==> src/rtl/video_timing_pkg.sv <==
// video_timing_pkg: SVGA 800x600@60 raster constants and the
// side-band bundle carried alongside each pixel slot.
package video_timing_pkg;

  localparam int SVGA_H_ACTIVE = 800;
  localparam int SVGA_H_FP     = 40;
  localparam int SVGA_H_SYNC   = 128;
  localparam int SVGA_H_BP     = 88;
  localparam int SVGA_V_ACTIVE = 600;
  localparam int SVGA_V_FP     = 1;
  localparam int SVGA_V_SYNC   = 4;
  localparam int SVGA_V_BP     = 23;

  localparam int SVGA_H_TOTAL =
    SVGA_H_ACTIVE + SVGA_H_FP + SVGA_H_SYNC + SVGA_H_BP;
  localparam int SVGA_V_TOTAL =
    SVGA_V_ACTIVE + SVGA_V_FP + SVGA_V_SYNC + SVGA_V_BP;

  function automatic int cnt_width(input int total);
    return $clog2(total);
  endfunction

  localparam int SVGA_XW = cnt_width(SVGA_H_TOTAL);
  localparam int SVGA_YW = cnt_width(SVGA_V_TOTAL);

  typedef struct packed {
    logic req;
    logic hs;
    logic vs;
    logic fs;
    logic ls;
  } tstage_t;

  localparam tstage_t STAGE_IDLE = '0;

endpackage

==> src/rtl/timing_delay_line.sv <==
// timing_delay_line: enable-gated shift register of side-band
// stages; DEPTH=0 collapses to a wire.
module timing_delay_line
  import video_timing_pkg::*;
#(
  parameter int DEPTH = 4
) (
  input  logic    clk,
  input  logic    rst,
  input  logic    en,
  input  tstage_t din,
  output tstage_t dout
);

  if (DEPTH == 0) begin : g_wire
    logic unused_ctl;
    assign unused_ctl = ^{clk, rst, en};
    assign dout = din;
  end else begin : g_sr
    tstage_t sr [DEPTH];

    always_ff @(posedge clk) begin
      if (rst) begin
        for (int i = 0; i < DEPTH; i++)
          sr[i] <= STAGE_IDLE;
      end else if (en) begin
        sr[0] <= din;
        for (int i = 1; i < DEPTH; i++)
          sr[i] <= sr[i-1];
      end
    end

    assign dout = sr[DEPTH-1];
  end

endmodule

==> src/rtl/video_timing_gen.sv <==
// video_timing_gen: raster counters, coordinate lookahead and
// delayed de/hsync/vsync for the display PHY.
module video_timing_gen
  import video_timing_pkg::*;
#(
  parameter int H_ACTIVE  = SVGA_H_ACTIVE,
  parameter int H_FP      = SVGA_H_FP,
  parameter int H_SYNC    = SVGA_H_SYNC,
  parameter int H_BP      = SVGA_H_BP,
  parameter int V_ACTIVE  = SVGA_V_ACTIVE,
  parameter int V_FP      = SVGA_V_FP,
  parameter int V_SYNC    = SVGA_V_SYNC,
  parameter int V_BP      = SVGA_V_BP,
  parameter bit HS_POL    = 1'b1,
  parameter bit VS_POL    = 1'b1,
  parameter int LOOKAHEAD = 4,
  localparam int H_TOTAL  = H_ACTIVE + H_FP + H_SYNC + H_BP,
  localparam int V_TOTAL  = V_ACTIVE + V_FP + V_SYNC + V_BP,
  localparam int XW       = cnt_width(H_TOTAL),
  localparam int YW       = cnt_width(V_TOTAL)
) (
  input  logic          clk,
  input  logic          rst,
  input  logic          en,
  output logic          req,
  output logic [XW-1:0] x,
  output logic [YW-1:0] y,
  output logic          de,
  output logic          hsync,
  output logic          vsync,
  output logic          frame_start,
  output logic          line_start
);

  localparam logic [XW-1:0] H_LAST  = XW'(H_TOTAL - 1);
  localparam logic [YW-1:0] V_LAST  = YW'(V_TOTAL - 1);
  localparam logic [XW-1:0] H_ACT_C = XW'(H_ACTIVE);
  localparam logic [YW-1:0] V_ACT_C = YW'(V_ACTIVE);
  localparam logic [XW-1:0] HS_BEG  = XW'(H_ACTIVE + H_FP);
  localparam logic [XW-1:0] HS_END  = XW'(H_ACTIVE + H_FP + H_SYNC);
  localparam logic [YW-1:0] VS_BEG  = YW'(V_ACTIVE + V_FP);
  localparam logic [YW-1:0] VS_END  = YW'(V_ACTIVE + V_FP + V_SYNC);

  logic [XW-1:0] h_cnt;
  logic [YW-1:0] v_cnt;

  always_ff @(posedge clk) begin
    if (rst) begin
      h_cnt <= '0;
      v_cnt <= '0;
    end else if (en) begin
      if (h_cnt == H_LAST) begin
        h_cnt <= '0;
        v_cnt <= (v_cnt == V_LAST) ? '0 : v_cnt + 1'b1;
      end else begin
        h_cnt <= h_cnt + 1'b1;
      end
    end
  end

  logic    h_act;
  logic    v_act;
  logic    hs_raw;
  logic    vs_raw;
  tstage_t nxt;

  // v_cnt only moves at the h wrap, so vs_raw follows line boundaries
  assign h_act  = h_cnt < H_ACT_C;
  assign v_act  = v_cnt < V_ACT_C;
  assign hs_raw = (h_cnt >= HS_BEG) && (h_cnt < HS_END);
  assign vs_raw = (v_cnt >= VS_BEG) && (v_cnt < VS_END);

  always_comb begin
    nxt     = STAGE_IDLE;
    nxt.req = h_act && v_act;
    nxt.hs  = hs_raw;
    nxt.vs  = vs_raw;
    nxt.ls  = h_act && v_act && (h_cnt == '0);
    nxt.fs  = nxt.ls && (v_cnt == '0);
  end

  tstage_t       st0;
  logic [XW-1:0] x_q;
  logic [YW-1:0] y_q;

  always_ff @(posedge clk) begin
    if (rst) begin
      st0 <= STAGE_IDLE;
      x_q <= '0;
      y_q <= '0;
    end else if (en) begin
      st0 <= nxt;
      x_q <= h_cnt;
      y_q <= v_cnt;
    end
  end

  tstage_t dly;

  timing_delay_line #(
    .DEPTH(LOOKAHEAD)
  ) u_dly (
    .clk  (clk),
    .rst  (rst),
    .en   (en),
    .din  (st0),
    .dout (dly)
  );

  assign req         = st0.req;
  assign x           = x_q;
  assign y           = y_q;
  assign de          = dly.req;
  assign hsync       = ~(dly.hs ^ HS_POL);
  assign vsync       = ~(dly.vs ^ VS_POL);
  assign frame_start = dly.fs;
  assign line_start  = dly.ls;

endmodule

==> config.mk <==
export PLATFORM = sky130hd
export DESIGN_NAME = video_timing_gen
export DESIGN_NICKNAME = d
export VERILOG_FILES = /design/src/rtl/video_timing_pkg.sv /design/src/rtl/timing_delay_line.sv /design/src/rtl/video_timing_gen.sv
export SDC_FILE = /design/constraint.sdc
export NUM_CORES = 1
export LEC_CHECK = 0
export ABC_AREA = 1
export BUFFER_PORTS_ARGS = -buffer_cell sky130_fd_sc_hd__buf_2
export CORE_UTILIZATION = 53
export CTS_CLUSTER_SIZE = 28
export DETAILED_ROUTE_END_ITERATION = 6
export PLACE_DENSITY = 0.73
export SYNTH_ARGS = -nofsm -noshare
export SYNTH_HDL_FRONTEND = slang
export SYNTH_SLANG_ARGS = --single-unit
==> constraint.sdc <==
create_clock -name clk -period 2.1 [get_ports clk]
set_clock_uncertainty 0.2 [all_clocks]
set_input_delay 0.42 -clock clk [delete_from_list [all_inputs] [get_ports clk]]
set_output_delay 0.42 -clock clk [all_outputs]
set_load 0.01 [all_outputs]
==> flow_summary.json <==
{
  "async_flop_share": 0,
  "hold_viol_final": 0,
  "tightest_slew_ps": 329,
  "synth_ff_type": "dfxtp_1",
  "min_period_ps": 1720,
  "pwr-share-comb": 0.038,
  "avgRoutedWirePerCell_um": 12.7,
  "clockBufferDepth": 2,
  "place_area_mm2": 0.00315,
  "mappedNetlistNets": 371,
  "min_from": "rst",
  "netlist.top_cell.by_area": "dfxtp_1",
  "slew-limit-headroom": 0.779,
  "numCtsBuffers": 9,
  "min_to": "h_cnt[2]",
  "syn_area_per_cell_um2": 8.06,
  "seq_power_share": 0.498,
  "power_density_mw_per_mm2": 816,
  "hpwl_mm": 4.25,
  "cts_max_level": 3,
  "yosysWarnings": 0,
  "syn2layout_area_growth_pct": 16.0,
  "cts-root-buf": "clkbuf_8",
  "synth_enable_flop_cells": 20,
  "crit_buf_inv": 1,
  "clock-sinks": 67,
  "port_buffers": 29,
  "synth_top_area_frac": 0.322,
  "instances_no_fill": 474,
  "postCtsSetupRepairBufs": 0,
  "vias": 2430,
  "io_pins": 30,
  "crit_arrival_ps": 1770,
  "slowest_stage": "dfxtp_1",
  "synth.distinct_cells": 32,
  "ys_ff_latch": 67,
  "synth_common_cells": "nand2_1, nor2_1, dfxtp_1, inv_1, o21ai_0",
  "finalSetupViolCount": 0,
  "cts.repair.resized": 0,
  "p_leak_nw": 1.44,
  "coreArea_mm2": 0.00520,
  "drt-initial-drc-count": 135,
  "finalCritPeriodShare": 0.819,
  "critPathMaxFanout": 6,
  "startpoint": "h_cnt[0]",
  "ant_nets": 0,
  "path_cells": "ha_1 > nand3_2 > nor2_4 > nand3_4 > nand2_4 > nand2_2 > inv_2 > nor2_1",
  "syn_area_mm2": 0.00293,
  "yosysMostFrequentCell": "nand2_1",
  "start_kind": "register",
  "p_switching_w": 0.000579,
  "hold_depth": 2,
  "final_cell_area_mm2": 0.00339,
  "drc_errors": 0,
  "crit_path_end_kind": "register",
  "die_x_um": 76.3,
  "max_cap_violations": 0,
  "gp_congestion": 0.877,
  "maxClockFrequency_ghz": 0.581,
  "grt_max_degree": 22,
  "r2r-end": "v_cnt[2]",
  "antenna_cells": 0,
  "p_sw_frac": 0.209,
  "num_rows": 26,
  "slowest_delay_ps": 420,
  "drive_gt1_frac": 0.166,
  "maxSlewViolCount": 0,
  "cts_tree": "yes",
  "ctsHoldBuffers": 0,
  "rr_startpoint": "h_cnt[0]",
  "hold_path_class": "input port to register",
  "dieArea_mm2": 0.00582,
  "antenna_found_initial": 0,
  "crit_type": "register to register",
  "max-vdd-ir-drop_mv": 0.501,
  "finalSetupTns_ps": 0,
  "nNetsFinal": 407,
  "drtPass1Iterations": 5,
  "synth-seq-area-share": 0.527,
  "synthTopCellsByArea": "dfxtp_1, edfxtp_1, nand2_1, nor2_1, inv_1",
  "cp_top_family": "simple AND/OR/NAND/NOR gates",
  "start_util": 0.562,
  "grt_pass1_vias": 2264,
  "via_per_inst": 5.13,
  "clk_pin_slew_ps": 70,
  "routed_wirelength_mm": 6.00,
  "grt.total_usage": 0.233,
  "grt_setup_unrepaired": "no",
  "status": "complete, no violations",
  "worstSkewPairLatency_ps": 350,
  "pwr-share-clk": 0.464,
  "cellInternalPower_w": 0.00219,
  "finalCoreUtilization": 0.652,
  "synth_cells": 363,
  "reg2regPathDepth": 8,
  "dieHeight_um": 76.3,
  "grt_pass1_wl_mm": 10.5,
  "placed_cells": 458,
  "overflow": 0,
  "required_ps": 2150,
  "r2r_slack_ps": 380
}
worst max-delay path by stage:
stage                     depth (start not counted)  slack (ps)                  end
after floorplan                                   3         450  u_dly.g_sr.sr[0][0]
after global placement                            7         270               st0[1]
after detailed placement                          7         270               st0[1]
after CTS                                         8         380             v_cnt[2]
after global routing                              8         250             v_cnt[4]
final                                             8         380             v_cnt[2]
cell type report:
| cell class | instances | area [um2] |
|---|---|---|
| Sequential cell | 67 | 1540 |
| Timing Repair Buffer | 35 | 190 |
| Clock buffer | 10 | 128 |
| Fill cell | 447 | 1810 |
| Tap cell | 70 | 87.6 |
| Multi-Input combinational cell | 235 | 1140 |
| Inverter | 51 | 191 |
| Clock inverter | 6 | 113 |
power by group through the flow:
| stage | clock, W | sequential, W | combinational, W |
|---|---|---|---|
| after CTS | 0.00131 | 0.00138 | 0.000107 |
| after global placement | 0 | 0.00141 | 0.000104 |
| after floorplan | 0 | 0.00141 | 0.0000666 |
| after detailed placement | 0 | 0.00141 | 0.000106 |
| final | 0.00128 | 0.00138 | 0.000106 |
| after global routing | 0.00137 | 0.00138 | 0.000121 |
kinds of logic after synthesis:
kind of cell | after synthesis | share of synthesized area
compound gates | 39 | 0.0706
xor+xnor | 5 | 0.0150
fa+ha+maj | 5 | 0.0214
buf+inv | 61 | 0.0821
flops | 67 | 0.527
simple gates | 186 | 0.284
worst register-to-register path, cell delays in order (launching register included):
cell and delay [ps]:
dfxtp_1 420, ha_1 220, nand3_2 150, nor2_4 190
nand3_4 120, nand2_4 120, nand2_2 80, inv_2 90
nor2_1 50
placed cells by master, fill, tap and decap left out, types with 2 or more instances in the layout:
cell type	synthesis	layout
a21oi_1	6	6
buf_2	6	29
buf_4	1	6
bufinv_16	0	3
clkbuf_8	0	9
dfxtp_1	47	47
edfxtp_1	20	20
ha_1	5	5
inv_1	45	45
inv_2	6	6
nand2_1	79	79
nand3_1	20	20
nand3_2	2	2
nand4_1	9	9
nor2_1	56	56
nor2_2	3	3
nor2_4	2	2
nor3_1	8	8
o21ai_0	26	26
o21ai_1	2	2
xor2_1	5	5
through the flow:
stage / worst slack, ps / power [W] / hold WS, ps
after detailed placement: 272 / 0.00151 / 240
final: 380 / 0.00277 / 183
after global routing: 248 / 0.00287 / 198
after CTS: 378 / 0.00280 / 178
after floorplan: 447 / 0.00148 / 226
after global placement: 270 / 0.00151 / 241
flip-flops by register name, summed over array words and instances, names as in the netlist:
name	cells
x	11
v_cnt	10
req	1
y	10
h_cnt	11
u_dly.g_sr.sr	20
st0	4
metal layers:
layer	up-vias	routed length, um	part of all wire	GRT usage
met4	0	151	0.025	0.137
met5	-	0	0	0
li1	1231	-	-	-
met2	75	2650	0.44	0.343
met3	14	317	0.053	0.0575
met1	1110	2880	0.48	0.309
No activity file was read; power rests on OpenSTA's default activity.
